[config.mk]
export PLATFORM = sky130hd
export DESIGN_NAME = snake_engine
export DESIGN_NICKNAME = d
export VERILOG_FILES = /design/src/rtl/snake_engine.sv
export SDC_FILE = /design/constraint.sdc
export NUM_CORES = 1
export LEC_CHECK = 0
export BUFFER_PORTS_ARGS = -buffer_cell sky130_fd_sc_hd__buf_2
export CAP_MARGIN = 0
export CORE_MARGIN = 2
export CORE_UTILIZATION = 52
export DETAILED_ROUTE_END_ITERATION = 10
export PLACE_DENSITY = 0.68
export SETUP_SLACK_MARGIN = 0.02
export SYNTH_ARGS = -nofsm -noshare
export SYNTH_HDL_FRONTEND = slang
export SYNTH_SLANG_ARGS = --single-unit
[constraint.sdc]
create_clock -name clk -period 6.35 [get_ports clk]
set_input_delay 0.635 -clock clk [delete_from_list [all_inputs] [get_ports clk]]
set_output_delay 0.635 -clock clk [all_outputs]
set_load 0.1 [all_outputs]
[src/rtl/snake_engine.sv]
// Snake game engine: head movement, circular body buffer, growth, collisions and game FSM.
// Define SNAKE_WALL_WRAP_EN to make the grid edges wrap instead of ending the game.
module snake_engine #(
  parameter int GRID_W   = 16,
  parameter int GRID_H   = 8,
  parameter int X_BITS   = 4,
  parameter int Y_BITS   = 3,
  parameter int MAX_LEN  = 32,
  parameter int STEP_DIV = 1024,
  parameter int L_BITS   = $clog2(MAX_LEN + 1)
) (
  input  logic              clk,
  input  logic              reset,
  input  logic              btnUp,
  input  logic              btnDown,
  input  logic              btnLeft,
  input  logic              btnRight,
  input  logic [X_BITS-1:0] foodX,
  input  logic [Y_BITS-1:0] foodY,
  input  logic [L_BITS-1:0] rdIdx,
  output logic [X_BITS-1:0] rdX,
  output logic [Y_BITS-1:0] rdY,
  output logic              rdValid,
  output logic [X_BITS-1:0] headX,
  output logic [Y_BITS-1:0] headY,
  output logic [L_BITS-1:0] length,
  output logic              ate,
  output logic              gameOver,
  output logic              won,
  output logic [2:0]        state
);

  localparam int C_BITS = $clog2(STEP_DIV);
  localparam int P_BITS = $clog2(MAX_LEN);

  typedef enum logic [2:0] {
    S_IDLE   = 3'd0,
    S_RUN    = 3'd1,
    S_SCAN   = 3'd2,
    S_COMMIT = 3'd3,
    S_OVER   = 3'd4,
    S_WON    = 3'd5
  } state_t;

  typedef enum logic [1:0] {D_UP = 2'd0, D_DOWN = 2'd1, D_LEFT = 2'd2, D_RIGHT = 2'd3} dir_t;

  state_t              state_q, state_d;
  dir_t                dir_q, dir_d, nxt_q, nxt_d;
  logic [C_BITS-1:0]   cnt_q, cnt_d;
  logic [X_BITS-1:0]   cand_x_q, cand_x_d, head_x_q, head_x_d, rd_x_q, rd_x_d;
  logic [Y_BITS-1:0]   cand_y_q, cand_y_d, head_y_q, head_y_d, rd_y_q, rd_y_d;
  logic                grow_q, grow_d, ate_q, ate_d, over_q, over_d, won_q, won_d;
  logic                rd_vld_q, rd_vld_d;
  logic [L_BITS-1:0]   sidx_q, sidx_d, len_q, len_d;
  logic [P_BITS-1:0]   hp_q, hp_d, hp_next;
  logic [X_BITS-1:0]   body_x_q [MAX_LEN];
  logic [Y_BITS-1:0]   body_y_q [MAX_LEN];

  logic                wr_en, step_now, req_v, nx_out, wall_hit, seg_hit;
  dir_t                req_d, ref_dir;
  logic [X_BITS-1:0]   nx_x;
  logic [Y_BITS-1:0]   nx_y;
  logic [P_BITS-1:0]   scan_addr, rd_addr;
  logic [L_BITS-1:0]   scan_last, len_inc;

  // Body index 0 is the head; older segments sit at decreasing buffer addresses.
  function automatic logic [P_BITS-1:0] body_addr(input logic [P_BITS-1:0] hp,
                                                  input logic [L_BITS-1:0] idx);
    int h, i;
    h = int'(hp);
    i = int'(idx);
    if (h >= i) return P_BITS'(h - i);
    else        return P_BITS'(h + MAX_LEN - i);
  endfunction

  always_comb begin
    step_now  = (state_q == S_RUN) && (cnt_q == C_BITS'(STEP_DIV - 1));
    hp_next   = (hp_q == P_BITS'(MAX_LEN - 1)) ? '0 : hp_q + 1'b1;
    scan_addr = body_addr(hp_q, sidx_q);
    rd_addr   = body_addr(hp_q, rdIdx);
    scan_last = grow_q ? len_q - L_BITS'(1) : len_q - L_BITS'(2);
    len_inc   = len_q + 1'b1;
    seg_hit   = (body_x_q[scan_addr] == cand_x_q) && (body_y_q[scan_addr] == cand_y_q);

    req_v = btnUp | btnDown | btnLeft | btnRight;
    if (btnUp)        req_d = D_UP;
    else if (btnDown) req_d = D_DOWN;
    else if (btnLeft) req_d = D_LEFT;
    else              req_d = D_RIGHT;
    // On the step cycle the pending direction is about to become the committed one.
    ref_dir = step_now ? nxt_q : dir_q;

    nx_x   = head_x_q;
    nx_y   = head_y_q;
    nx_out = 1'b0;
    case (nxt_q)
      D_UP: begin
        if (head_y_q == '0) begin nx_out = 1'b1; nx_y = Y_BITS'(GRID_H - 1); end
        else nx_y = head_y_q - 1'b1;
      end
      D_DOWN: begin
        if (head_y_q == Y_BITS'(GRID_H - 1)) begin nx_out = 1'b1; nx_y = '0; end
        else nx_y = head_y_q + 1'b1;
      end
      D_LEFT: begin
        if (head_x_q == '0) begin nx_out = 1'b1; nx_x = X_BITS'(GRID_W - 1); end
        else nx_x = head_x_q - 1'b1;
      end
      default: begin
        if (head_x_q == X_BITS'(GRID_W - 1)) begin nx_out = 1'b1; nx_x = '0; end
        else nx_x = head_x_q + 1'b1;
      end
    endcase
`ifdef SNAKE_WALL_WRAP_EN
    wall_hit = 1'b0;
`else
    wall_hit = nx_out;
`endif

    state_d  = state_q;
    dir_d    = dir_q;
    nxt_d    = nxt_q;
    cnt_d    = cnt_q;
    cand_x_d = cand_x_q;
    cand_y_d = cand_y_q;
    grow_d   = grow_q;
    sidx_d   = sidx_q;
    hp_d     = hp_q;
    len_d    = len_q;
    head_x_d = head_x_q;
    head_y_d = head_y_q;
    ate_d    = 1'b0;
    over_d   = over_q;
    won_d    = won_q;
    wr_en    = 1'b0;

    if ((state_q == S_IDLE || state_q == S_RUN || state_q == S_SCAN) &&
        req_v && (req_d != dir_t'(ref_dir ^ 2'b01)))
      nxt_d = req_d;

    case (state_q)
      S_IDLE: begin
        if (req_v) begin
          state_d = S_RUN;
          cnt_d   = '0;
        end
      end
      S_RUN: begin
        if (step_now) begin
          cnt_d    = '0;
          dir_d    = nxt_q;
          cand_x_d = nx_x;
          cand_y_d = nx_y;
          grow_d   = (nx_x == foodX) && (nx_y == foodY);
          sidx_d   = '0;
          if (wall_hit) begin
            state_d = S_OVER;
            over_d  = 1'b1;
          end else begin
            state_d = S_SCAN;
          end
        end else begin
          cnt_d = cnt_q + 1'b1;
        end
      end
      // The tail cell is skipped when not growing because it vacates on this move.
      S_SCAN: begin
        if (seg_hit) begin
          state_d = S_OVER;
          over_d  = 1'b1;
        end else if (sidx_q == scan_last) begin
          state_d = S_COMMIT;
        end else begin
          sidx_d = sidx_q + 1'b1;
        end
      end
      S_COMMIT: begin
        wr_en    = 1'b1;
        hp_d     = hp_next;
        head_x_d = cand_x_q;
        head_y_d = cand_y_q;
        state_d  = S_RUN;
        if (grow_q) begin
          len_d = len_inc;
          ate_d = 1'b1;
          if (len_inc == L_BITS'(MAX_LEN)) begin
            state_d = S_WON;
            won_d   = 1'b1;
          end
        end
      end
      default: ;
    endcase

    rd_vld_d = rdIdx < len_q;
    rd_x_d   = rd_vld_d ? body_x_q[rd_addr] : '0;
    rd_y_d   = rd_vld_d ? body_y_q[rd_addr] : '0;
  end

  always_ff @(posedge clk or negedge reset) begin
    if (!reset) begin
      state_q  <= S_IDLE;
      dir_q    <= D_RIGHT;
      nxt_q    <= D_RIGHT;
      cnt_q    <= '0;
      cand_x_q <= '0;
      cand_y_q <= '0;
      grow_q   <= 1'b0;
      sidx_q   <= '0;
      hp_q     <= P_BITS'(2);
      len_q    <= L_BITS'(3);
      head_x_q <= X_BITS'(2);
      head_y_q <= '0;
      ate_q    <= 1'b0;
      over_q   <= 1'b0;
      won_q    <= 1'b0;
      rd_vld_q <= 1'b0;
      rd_x_q   <= '0;
      rd_y_q   <= '0;
      for (int i = 0; i < MAX_LEN; i++) begin
        body_x_q[i] <= (i < 3) ? X_BITS'(i) : '0;
        body_y_q[i] <= '0;
      end
    end else begin
      state_q  <= state_d;
      dir_q    <= dir_d;
      nxt_q    <= nxt_d;
      cnt_q    <= cnt_d;
      cand_x_q <= cand_x_d;
      cand_y_q <= cand_y_d;
      grow_q   <= grow_d;
      sidx_q   <= sidx_d;
      hp_q     <= hp_d;
      len_q    <= len_d;
      head_x_q <= head_x_d;
      head_y_q <= head_y_d;
      ate_q    <= ate_d;
      over_q   <= over_d;
      won_q    <= won_d;
      rd_vld_q <= rd_vld_d;
      rd_x_q   <= rd_x_d;
      rd_y_q   <= rd_y_d;
      if (wr_en) begin
        body_x_q[hp_next] <= cand_x_q;
        body_y_q[hp_next] <= cand_y_q;
      end
    end
  end

  assign rdX      = rd_x_q;
  assign rdY      = rd_y_q;
  assign rdValid  = rd_vld_q;
  assign headX    = head_x_q;
  assign headY    = head_y_q;
  assign length   = len_q;
  assign ate      = ate_q;
  assign gameOver = over_q;
  assign won      = won_q;
  assign state    = state_q;

endmodule

==> flow_summary_export.csv, run 1 <==
group,metric,value,unit
outcome,status,"complete, no violations",
setup_path,cp-start-kind,"register",
synth,ys_ff_latch,284,
placement,hpwl,27.7,mm
route,wl,40.4,mm
grt,grt_pass1_wl,64.3,mm
clocking,cts_buffers,31,
setup_path,crit_slowest_cell,"fa_4",
clocking,cts_setup_buffers,0,
placement,gp_congestion,0.963,
hold_path,hold_path_class,"in2async",
pwr,total_power,0.00766,W
synth,async_flop_share,1.00,
pwr,vdd_ir_drop_max,0.304,mV
pwr,power_density,431,mW/mm^2
route,via_count,10808,
sta,slew_headroom,0.336,
route,wire_per_inst,24.1,um
final_layout,antenna_cells_inserted,0,
grt,grt.total_usage,0.253,
clocking,cts_tree,"done",
synth,yosysUniqueCellTypes,59,
final_layout,syn2layout_area_growth,10.8,%
pwr,leakage,8.38,nW
die,die_h,180,um
sta,max_freq,0.213,GHz
clocking,cts_resized,0,
synth,synth_area,0.0160,sq mm
route,first_iter_violations,967,
setup_path,worstPathArrival,5.15,ns
setup_path,path_cells,"inv_1, ha_2, fa_4, buf_4, mux4_1, mux2i_1, mux2i_1, a211oi_2, xnor2_1, or3_1, or3_1, and3_4, mux2_2",
die,die_area,0.0322,sq mm
route,vias_per_cell,6.44,
clocking,cts_hold_buf,0,
synth,synth_nets,1294,
setup_path,worst-path-buf-inv,2,
clocking,clock-sinks,284,
grt,grt_max_degree,172,
pwr,p_seq_frac,0.300,
setup_path,crit_family,"adder cells",
route,drt_pass1_iterations,5,
synth,synthFlopType,"dfrtp_1",
sta,drv_slew,0,
clocking,clk_root_buffer_cell,"clkbuf_16",
clocking,clockBufferDepth,3,
setup_path,crit_fanout,21,
synth,yosys.area.top_type_share,0.428,
clocking,path_clk_slew,0.06,ns
route,antenna_left,0,
setup_path,cp_slowest_stage_delay,1.04,ns
final_layout,drive_above_1_share,0.356,
synth,synth_top_cell_by_area,"dfrtp_1",
sta,period_share,0.740,
placement,port_buffers,45,
sta,skew,0.0174,ns
final_layout,nNetsFinal,1311,
clocking,h-tree-depth,1,
pwr,power.switching,0.00299,W
die,num_io_pins,46,
pwr,p_int,0.00467,W
run,maxCapViolations,0,
synth,synth_edf_count,0,
grt,first_global_vias,10639,
clocking,clk_latency,0.56,ns
setup_path,critPathRequiredTime,6.80,ns
setup_path,cp-end-kind,"register",
synth,synth_seq_area_share,0.444,
die,start_util,0.527,
pwr,clkPwrFrac,0.260,
synth,synth.area.top_cells,"dfrtp_1, mux2_2, mux4_2",
synth,synthCells,1241,
die,die_w,180,um
die,core_area,0.0304,sq mm
route,route.detailed.drc,0,
sta,min_period,4.70,ns
grt,overflow,0,
grt,grt_antenna_before_repair,0,
sta,tightestPinTransition,0.996,ns
setup_path,critPathKind,"reg2reg",
die,rows,64,
sta,hold_viol_final,0,
sta,finalSetupTns,0,ns
pwr,combPwrFrac,0.440,
pwr,sw_frac_of_total,0.390,
synth,synth_area_per_cell,12.9,sq um
sta,setup_violations,0,
synth,ys_warn_count,0,
sta,rsz0062_at_grt,"no",
-- layout make-up --
cell class	count	area (sq um)
Inverter	26	97.6
Timing Repair Buffer	67	425
Fill cell	2458	12700
Tap cell	396	495
Sequential cell	284	7120
Multi-Input combinational cell	848	8480
Clock inverter	13	240
Clock buffer	44	895
-- sequential cells by signal, indices dropped and copies added, names as in the netlist --
name,cells
ate,1
body_x_q,128
body_y_q,96
cand_x_q,4
cand_y_q,3
cnt_q,10
dir_q,2
gameOver,1
grow_q,1
headX,4
headY,3
hp_q,5
length,6
nxt_q,2
rdValid,1
rdX,4
rdY,3
sidx_q,6
state,3
won,1
-- power groups by stage --
stage                     Sequential [W]  Clock, W  Combinational, W
after CTS                        0.00229   0.00202           0.00336
after floorplan                  0.00249         0           0.00235
after global routing             0.00233   0.00210           0.00360
after detailed placement         0.00232         0           0.00335
after global placement           0.00231         0           0.00331
final                            0.00230   0.00199           0.00337
-- worst paths after layout --
path / from / end / slack (ns) / depth (start not counted)
worst max-delay path: hp_q[0] / sidx_q[0] / 1.65 / 13
worst min-delay path: reset / headY[0] / 0.13 / 1
min in group clk: foodX[3] / grow_q / 0.39 / 3
worst max register to register: hp_q[0] / sidx_q[0] / 1.65 / 13
worst min register to register: gameOver / gameOver / 0.48 / 1
max in group asynchronous: reset / body_x_q[64] / 4.73 / 2
-- worst reg2reg max path: cells and delay by family, from the launching register on --
family	cells	cell delay, ns
adders and majority gates	2	1.26
and+or+nand+nor	3	1.04
muxes	4	0.90
buffers and inverters	2	0.58
DFF	1	0.44
AOI/OAI and AO/OA	1	0.28
xor gates and xnor gates	1	0.07
-- cells by family after synthesis --
| group | Yosys count | share of synthesized area |
|---|---|---|
| xor gates and xnor gates | 41 | 0.0224 |
| and+or+nand+nor | 255 | 0.0733 |
| muxes | 397 | 0.353 |
| adders and majority gates | 34 | 0.0275 |
| AOI/OAI and AO/OA | 121 | 0.0505 |
| DFF | 284 | 0.444 |
| buffers and inverters | 109 | 0.0289 |
-- placed cells by master, fill, tap and decap left out, types with 4 or more instances in the layout --
cell and n:
inv_1 25, nand4_1 15, nor3_1 16, clkinv_2 6, and2_1 4, mux2_2 231
nor2b_1 4, xor2_1 14, clkbuf_16 31, clkbuf_1 6, dfrtp_1 274, dfstp_2 10
ha_1 30, buf_4 20, a21oi_1 15, mux2i_1 60, or3_1 8, a31oi_1 8
mux4_1 18, nor2_1 56, clkbuf_8 7, mux4_2 88, nand2_1 97, bufinv_16 7
o21ai_0 36, o2111ai_1 8, buf_2 44, xnor2_1 25, a22oi_1 14, a21o_1 6
nand3_1 22, nand2b_1 10, and3_1 15, a22o_1 4
-- stage by stage --
| stage | setup WS [ns] | area [sq um] | hold slack (ns) | util | std cells |
|---|---|---|---|---|---|
| after floorplan | 2.43 | 16000 | 0.339 | - | 1241 |
| after global placement | 1.74 | 16600 | 0.456 | 0.546 | 1621 |
| after detailed placement | 1.70 | 16600 | 0.455 | 0.546 | 1621 |
| after CTS | 1.69 | 17800 | 0.176 | 0.583 | 1678 |
| after global routing | 1.41 | 17800 | 0.220 | 0.583 | 1678 |
| final | 1.65 | 17800 | 0.127 | 0.583 | 1678 |
-- Yosys cell counts (22+ instances only) --
master      n
dfrtp_1   274
mux2_2    231
nand2_1    97
mux4_2     88
mux2i_1    60
clkbuf_1   56
nor2_1     56
o21ai_0    36
ha_1       32
xnor2_1    27
inv_1      25
nand3_1    22
-- metal layers --
layer  vias to the layer above  share of wire  global-route usage
met4                         0          0.027              0.0689
li1                       4688              -                   -
met2                       432           0.44               0.371
met5                         -              0                   0
met1                      5614           0.45               0.392
met3                        74          0.078              0.0434
Note: power is estimated with default switching activity, not from simulation.
==> inputs of run 2 (changes only) <==
--- a/config.mk
+++ b/config.mk
@@ -5,12 +5,13 @@
 export SDC_FILE = /design/constraint.sdc
 export NUM_CORES = 1
 export LEC_CHECK = 0
+export ABC_AREA = 1
 export BUFFER_PORTS_ARGS = -buffer_cell sky130_fd_sc_hd__buf_2
 export CAP_MARGIN = 0
 export CORE_MARGIN = 2
 export CORE_UTILIZATION = 52
 export DETAILED_ROUTE_END_ITERATION = 10
-export PLACE_DENSITY = 0.68
+export PLACE_DENSITY = 0.71
 export SETUP_SLACK_MARGIN = 0.02
 export SYNTH_ARGS = -nofsm -noshare
 export SYNTH_HDL_FRONTEND = slang
==> constraint.sdc (replaced) <==
create_clock -name clk -period 4.1 [get_ports clk]
set_input_delay 0.41 -clock clk [delete_from_list [all_inputs] [get_ports clk]]
set_output_delay 0.41 -clock clk [all_outputs]
set_load 0.1 [all_outputs]
==> flow_summary_export.csv, run 2 <==
group,metric,value,unit
outcome,status,"complete, no violations",
sta,rsz0062_at_grt,"no",
synth,synth_area_per_cell,7.34,sq um
sta,hold_ws,0.109,ns
setup_path,cp-end-kind,"register",
die,rows,65,
pwr,vdd_ir_drop_max,0.318,mV
final_layout,antenna_cells_inserted,0,
synth,yosysMostFrequentCell,"nand2_1",
clocking,clk_latency,0.58,ns
synth,async_flop_share,1.00,
clocking,clk_root_buffer_cell,"clkbuf_16",
final_layout,regMostFlops,"body_x_q",
setup_path,crit_fanout,35,
die,num_io_pins,46,
sta,drv_slew,0,
synth,synthFlopType,"dfrtp_1",
setup_path,critPathKind,"reg2reg",
final_layout,largest_register_ffs,128,
grt,grt.total_usage,0.312,
sta,skew,0.0105,ns
route,vias_per_cell,5.92,
sta,finalSetupTns,0,ns
hold_path,hold_path_class,"in2reg",
final_layout,mostFrequentLayoutCell,"nand2_1",
sta,slew_headroom,0.207,
synth,ys_warn_count,0,
setup_path,worstPathArrival,3.90,ns
final_layout,drive_above_1_share,0.0848,
route,via_count,15851,
grt,grt_pass1_wl,82.7,mm
clocking,path_clk_slew,0.06,ns
route,route.detailed.drc,0,
pwr,leakage,8.25,nW
die,die_h,183,um
route,antenna_left,0,
synth,yosys.area.top_type_share,0.412,
die,start_util,0.528,
synth,yosysUniqueCellTypes,54,
setup_path,cp-start-kind,"register",
sta,min_period,3.44,ns
route,first_iter_violations,1797,
final_layout,layout_common_cells,"nand2_1, dfrtp_1, o21ai_0",
sta,setup_violations,0,
grt,overflow,0,
clocking,h-tree-depth,1,
die,die_area,0.0335,sq mm
pwr,power_density,340,mW/mm^2
die,core_area,0.0316,sq mm
synth,synth_nets,2322,
sta,hold_viol_final,0,
setup_path,critPathRequiredTime,4.56,ns
placement,gp_congestion,0.979,
placement,hpwl,34.3,mm
sta,period_share,0.838,
clocking,clockBufferDepth,3,
synth,synth_top_cell_by_area,"dfrtp_1",
clocking,cts_tree,"done",
clocking,clock-sinks,284,
sta,max_freq,0.291,GHz
synth,ys_ff_latch,284,
placement,port_buffers,45,
grt,grt_max_degree,121,
grt,first_global_vias,14835,
grt,grt_antenna_before_repair,0,
synth,synthCells,2269,
synth,synthTopCellsByCount,"nand2_1, dfrtp_1, o21ai_0, nand3_1, inv_1",
clocking,cts_buffers,31,
route,wire_per_inst,19.3,um
synth,synth_area,0.0166,sq mm
run,maxCapViolations,0,
sta,tightestPinTransition,1.19,ns
final_layout,nNetsFinal,2304,
route,wl,51.8,mm
synth,synth_edf_count,0,
clocking,cts_setup_buffers,0,
final_layout,reg.largest.list,"body_x_q (128), body_y_q (96), cnt_q (10)",
die,die_w,183,um
route,drt_pass1_iterations,6,
synth,synth_seq_area_share,0.428,
synth,synth.area.top_cells,"dfrtp_1, nand2_1, o21ai_0",
final_layout,syn2layout_area_growth,9.99,%
[run 2: repair_timing]
action                                 4_1_cts  5_1_grt
hold buffers                                 1        0
setup endpoints to repair                    0        0
endpoints found under the hold margin       35        0
gates resized for setup                      0        0
[run 2: through the flow]
stage | instances | utilization | instance area (sq um) | worst slack, ns | total power (W)
2_1_floorplan | 2269 | - | 16600 | 1.33 | 0.00316
6_report | 2677 | 0.580 | 18300 | 0.664 | 0.00622
3_5_place_dp | 2619 | 0.547 | 17300 | 0.738 | 0.00337
4_1_cts | 2677 | 0.580 | 18300 | 0.720 | 0.00623
3_3_place_gp | 2619 | 0.547 | 17300 | 0.858 | 0.00336
5_1_grt | 2677 | 0.580 | 18300 | 0.468 | 0.00640
[run 2: logic make-up (layout without fill, tap and decap cells)]
kind of cell | count (synthesis) | count (layout) | synth area share
compound gates | 533 | 533 | 0.185
xor+xnor | 35 | 35 | 0.0211
fa+ha+maj | 34 | 34 | 0.0265
buf+inv | 302 | 308 | 0.0730
flops | 284 | 284 | 0.428
mux | 1 | 1 | 0.000676
simple gates | 1080 | 1080 | 0.266
[run 2: layer usage]
metal / vias to the layer above / global-route usage / wire, um
met5: - / 0 / 0
met4: 0 / 0.129 / 2440
met2: 807 / 0.474 / 22300
met1: 7454 / 0.443 / 22200
met3: 157 / 0.0540 / 4830
li1: 7433 / - / -
[run 2: cell type report]
cell class              count  area, sq um
fillers                  2913        13200
well taps                 402          503
multi-input cells        1683         8360
inverters                 156          586
repair buffers             95          701
flip-flops and latches    284         7120
clock buffers              42          887
clock inverters            15          156
[run 2: path summary, 6_finish.rpt]
path | from | end | slack, ns | cells past startpoint
setup / recovery | hp_q[0] | state[1] | 0.66 | 19
hold / removal | btnUp | nxt_q[0] | 0.11 | 4
setup reg to reg | hp_q[0] | state[1] | 0.66 | 19
hold reg to reg | won | won | 0.46 | 1
max in group asynchronous | reset | length[0] | 2.49 | 3
min in group asynchronous | reset | body_x_q[72] | 0.50 | 2
[run 2: critical path, stage by stage, from the launching register on]
cell	delay (ns)
dfrtp_1	0.42
inv_1	0.18
ha_4	0.21
fa_2	0.55
buf_4	0.41
nand3_1	0.20
nand3_1	0.14
nand2_1	0.06
nand2_1	0.08
nand3_1	0.13
nand3_1	0.11
nand2_1	0.06
inv_1	0.05
nand2_1	0.07
nor2_4	0.19
nand2_2	0.12
nand3_2	0.11
nand2_1	0.08
nand2_1	0.07
nand2_1	0.06
[run 2: report_power, final]
group | total [W] | switching, W | leakage [nW] | internal [W]
Combinational | 0.000510 | 0.000375 | 3.86 | 0.000135
Sequential | 0.00282 | 0.00000498 | 3.87 | 0.00281
Clock | 0.00289 | 0.00119 | 0.523 | 0.00170
==> inputs of run 3 (changes only) <==
--- a/config.mk
+++ b/config.mk
@@ -5,13 +5,13 @@
 export SDC_FILE = /design/constraint.sdc
 export NUM_CORES = 1
 export LEC_CHECK = 0
-export ABC_AREA = 1
+export ABC_AREA = 0
 export BUFFER_PORTS_ARGS = -buffer_cell sky130_fd_sc_hd__buf_2
 export CAP_MARGIN = 0
 export CORE_MARGIN = 2
 export CORE_UTILIZATION = 52
 export DETAILED_ROUTE_END_ITERATION = 10
-export PLACE_DENSITY = 0.71
+export PLACE_DENSITY = 0.68
 export SETUP_SLACK_MARGIN = 0.02
 export SYNTH_ARGS = -nofsm -noshare
 export SYNTH_HDL_FRONTEND = slang
==> constraint.sdc (replaced) <==
create_clock -name clk -period 3.4 [get_ports clk]
set_input_delay 0.34 -clock clk [delete_from_list [all_inputs] [get_ports clk]]
set_output_delay 0.34 -clock clk [all_outputs]
set_load 0.1 [all_outputs]
==> flow_summary_export.csv, run 3 (synthesis results as in run 1) <==
group,metric,value,unit
setup_path,critPathKind,"reg2reg",
outcome,status,"finished, violations left",
route,drt_pass1_iterations,5,
setup_path,crit_fanout,10,
route,antenna_left,0,
sta,rsz0062_at_grt,"yes",
setup_path,worst-path-buf-inv,3,
grt,overflow,0,
clocking,clock-sinks,284,
placement,post-place-cells,1720,
sta,worst_slack,-0.539,ns
sta,slew_headroom,0.240,
setup_path,cp-start-kind,"register",
die,die_h,180,um
grt,busiest_layer,"met2",
placement,hpwl,30.6,mm
sta,drv_slew,0,
die,rows,64,
route,wire_per_inst,24.2,um
setup_path,worstPathArrival,4.40,ns
final_layout,regMostFlops,"body_x_q",
sta,hold_viol_final,0,
pwr,leakage,8.99,nW
grt,grt_use_met1,0.391,
setup_path,cp-end-kind,"register",
route,wl,43.2,mm
clocking,clk_latency,0.57,ns
grt,grt_pass1_wl,68.6,mm
hold_path,hold_path_class,"in2reg",
placement,gp_congestion,0.917,
grt,grt_max_degree,89,
clocking,path_clk_slew,0.06,ns
sta,hold_ws,0.0738,ns
final_layout,nNetsFinal,1419,
placement,pre_cts_ws,-0.687,ns
setup_path,cp_slowest_stage_delay,0.84,ns
sta,skew,0.0251,ns
route,vias_per_cell,6.30,
placement,dpl_cell_area,0.0176,sq mm
grt,first_global_vias,11622,
run,maxCapViolations,0,
outcome,violations,"setup timing",
grt,grt.total_usage,0.269,
sta,tightestPinTransition,1.13,ns
setup_path,critPathRequiredTime,3.86,ns
final_layout,layout.cells.non_filler,1787,
grt,use_met3,0.0498,
setup_path,crit_family,"adder cells",
sta,period_share,1.16,
final_layout,drive_above_1_share,0.427,
die,die_area,0.0322,sq mm
route,first_iter_violations,854,
grt,grt_antenna_before_repair,0,
clocking,clk_root_buffer_cell,"clkbuf_16",
route,route.detailed.drc,0,
clocking,clockBufferDepth,3,
sta,max_freq,0.254,GHz
final_layout,syn2layout_area_growth,18.2,%
setup_path,timing.critical_path.mode_cell,"buf_12",
final_layout,largest_register_ffs,128,
final_layout,stdcell_area,0.0189,sq mm
pwr,power_density,860,mW/mm^2
clocking,cts_buffers,31,
clocking,cts_tree,"done",
grt,met2_usage,0.420,
pwr,vdd_ir_drop_max,0.510,mV
final_layout,layout_common_cells,"dfrtp_1, mux2_2, buf_4",
setup_path,path_cells,"ha_4, fa_4, buf_12, buf_8, buf_12, mux4_2, o2111ai_1, nand4_1, xnor2_1, nand2_1, or3_4, and3_4, mux2_2",
setup_path,crit_slowest_cell,"fa_4",
die,core_area,0.0304,sq mm
die,start_util,0.527,
die,num_io_pins,46,
final_layout,mostFrequentLayoutCell,"dfrtp_1",
sta,min_period,3.94,ns
placement,port_buffers,45,
sta,setup_violations,10,
route,via_count,11263,
final_layout,reg.largest.list,"body_x_q (128), body_y_q (96), cnt_q (10)",
clocking,h-tree-depth,1,
die,die_w,180,um
final_layout,antenna_cells_inserted,0,
-- run 3: worst reg2reg max path, delay by kind of cell, from the launching register on --
kind	cells	cell delay, ns
compound gates	1	0.34
xor+xnor	1	0.20
fa+ha+maj	2	1.02
buf+inv	3	0.43
flops	1	0.41
mux	2	0.55
simple gates	4	0.88
-- run 3: final cells by class --
type / count / area, sq um
Clock buffer: 44 / 885
Clock inverter: 14 / 251
Fill cell: 2386 / 11500
Inverter: 26 / 97.6
Multi-Input combinational cell: 848 / 8670
Sequential cell: 284 / 7120
Tap cell: 396 / 495
Timing Repair Buffer: 175 / 1420
-- run 3: timing repair --
item | in CTS | in global routing
endpoints found under the setup margin | 10 | 10
pin swaps | 8 | 9
gates cloned | 0 | 0
buffers inserted | 3 | 5
endpoints found under the hold margin | 82 | 0
hold buffers | 1 | 0
resized for setup | 22 | 11
-- run 3: stage by stage --
step / total power, W / TNS (ns) / util
after floorplan: 0.00923 / -0.257 / -
after detailed placement: 0.0121 / -6.16 / 0.577
after global routing: 0.0170 / -6.11 / 0.623
after CTS: 0.0161 / -4.41 / 0.619
final: 0.0163 / -4.72 / 0.623
after global placement: 0.0120 / -5.38 / 0.577
-- run 3: metal layers --
metal	vias to the layer above	part of all wire
li1	4896	-
met1	5894	0.44
met2	392	0.47
met3	81	0.066
met4	0	0.027
met5	-	0
-- run 3: worst paths after layout --
kind | depth (start not counted) | start | slack (ns) | end
hold / removal | 3 | foodX[3] | 0.07 | grow_q
min in group asynchronous | 2 | reset | 0.38 | body_y_q[46]
max in group asynchronous | 3 | reset | 2.06 | hp_q[1]
setup / recovery | 13 | sidx_q[0] | -0.54 | sidx_q[0]
setup reg to reg | 13 | sidx_q[0] | -0.54 | sidx_q[0]
hold reg to reg | 1 | gameOver | 0.49 | gameOver
-- run 3: power breakdown --
part           leakage [nW]  switching (W)  total (W)  internal [W]
Sequential             3.86       0.000439    0.00427       0.00383
Clock                 0.557        0.00142    0.00375       0.00233
Combinational          4.57        0.00443    0.00827       0.00384
Total                  8.99        0.00629     0.0163        0.0100
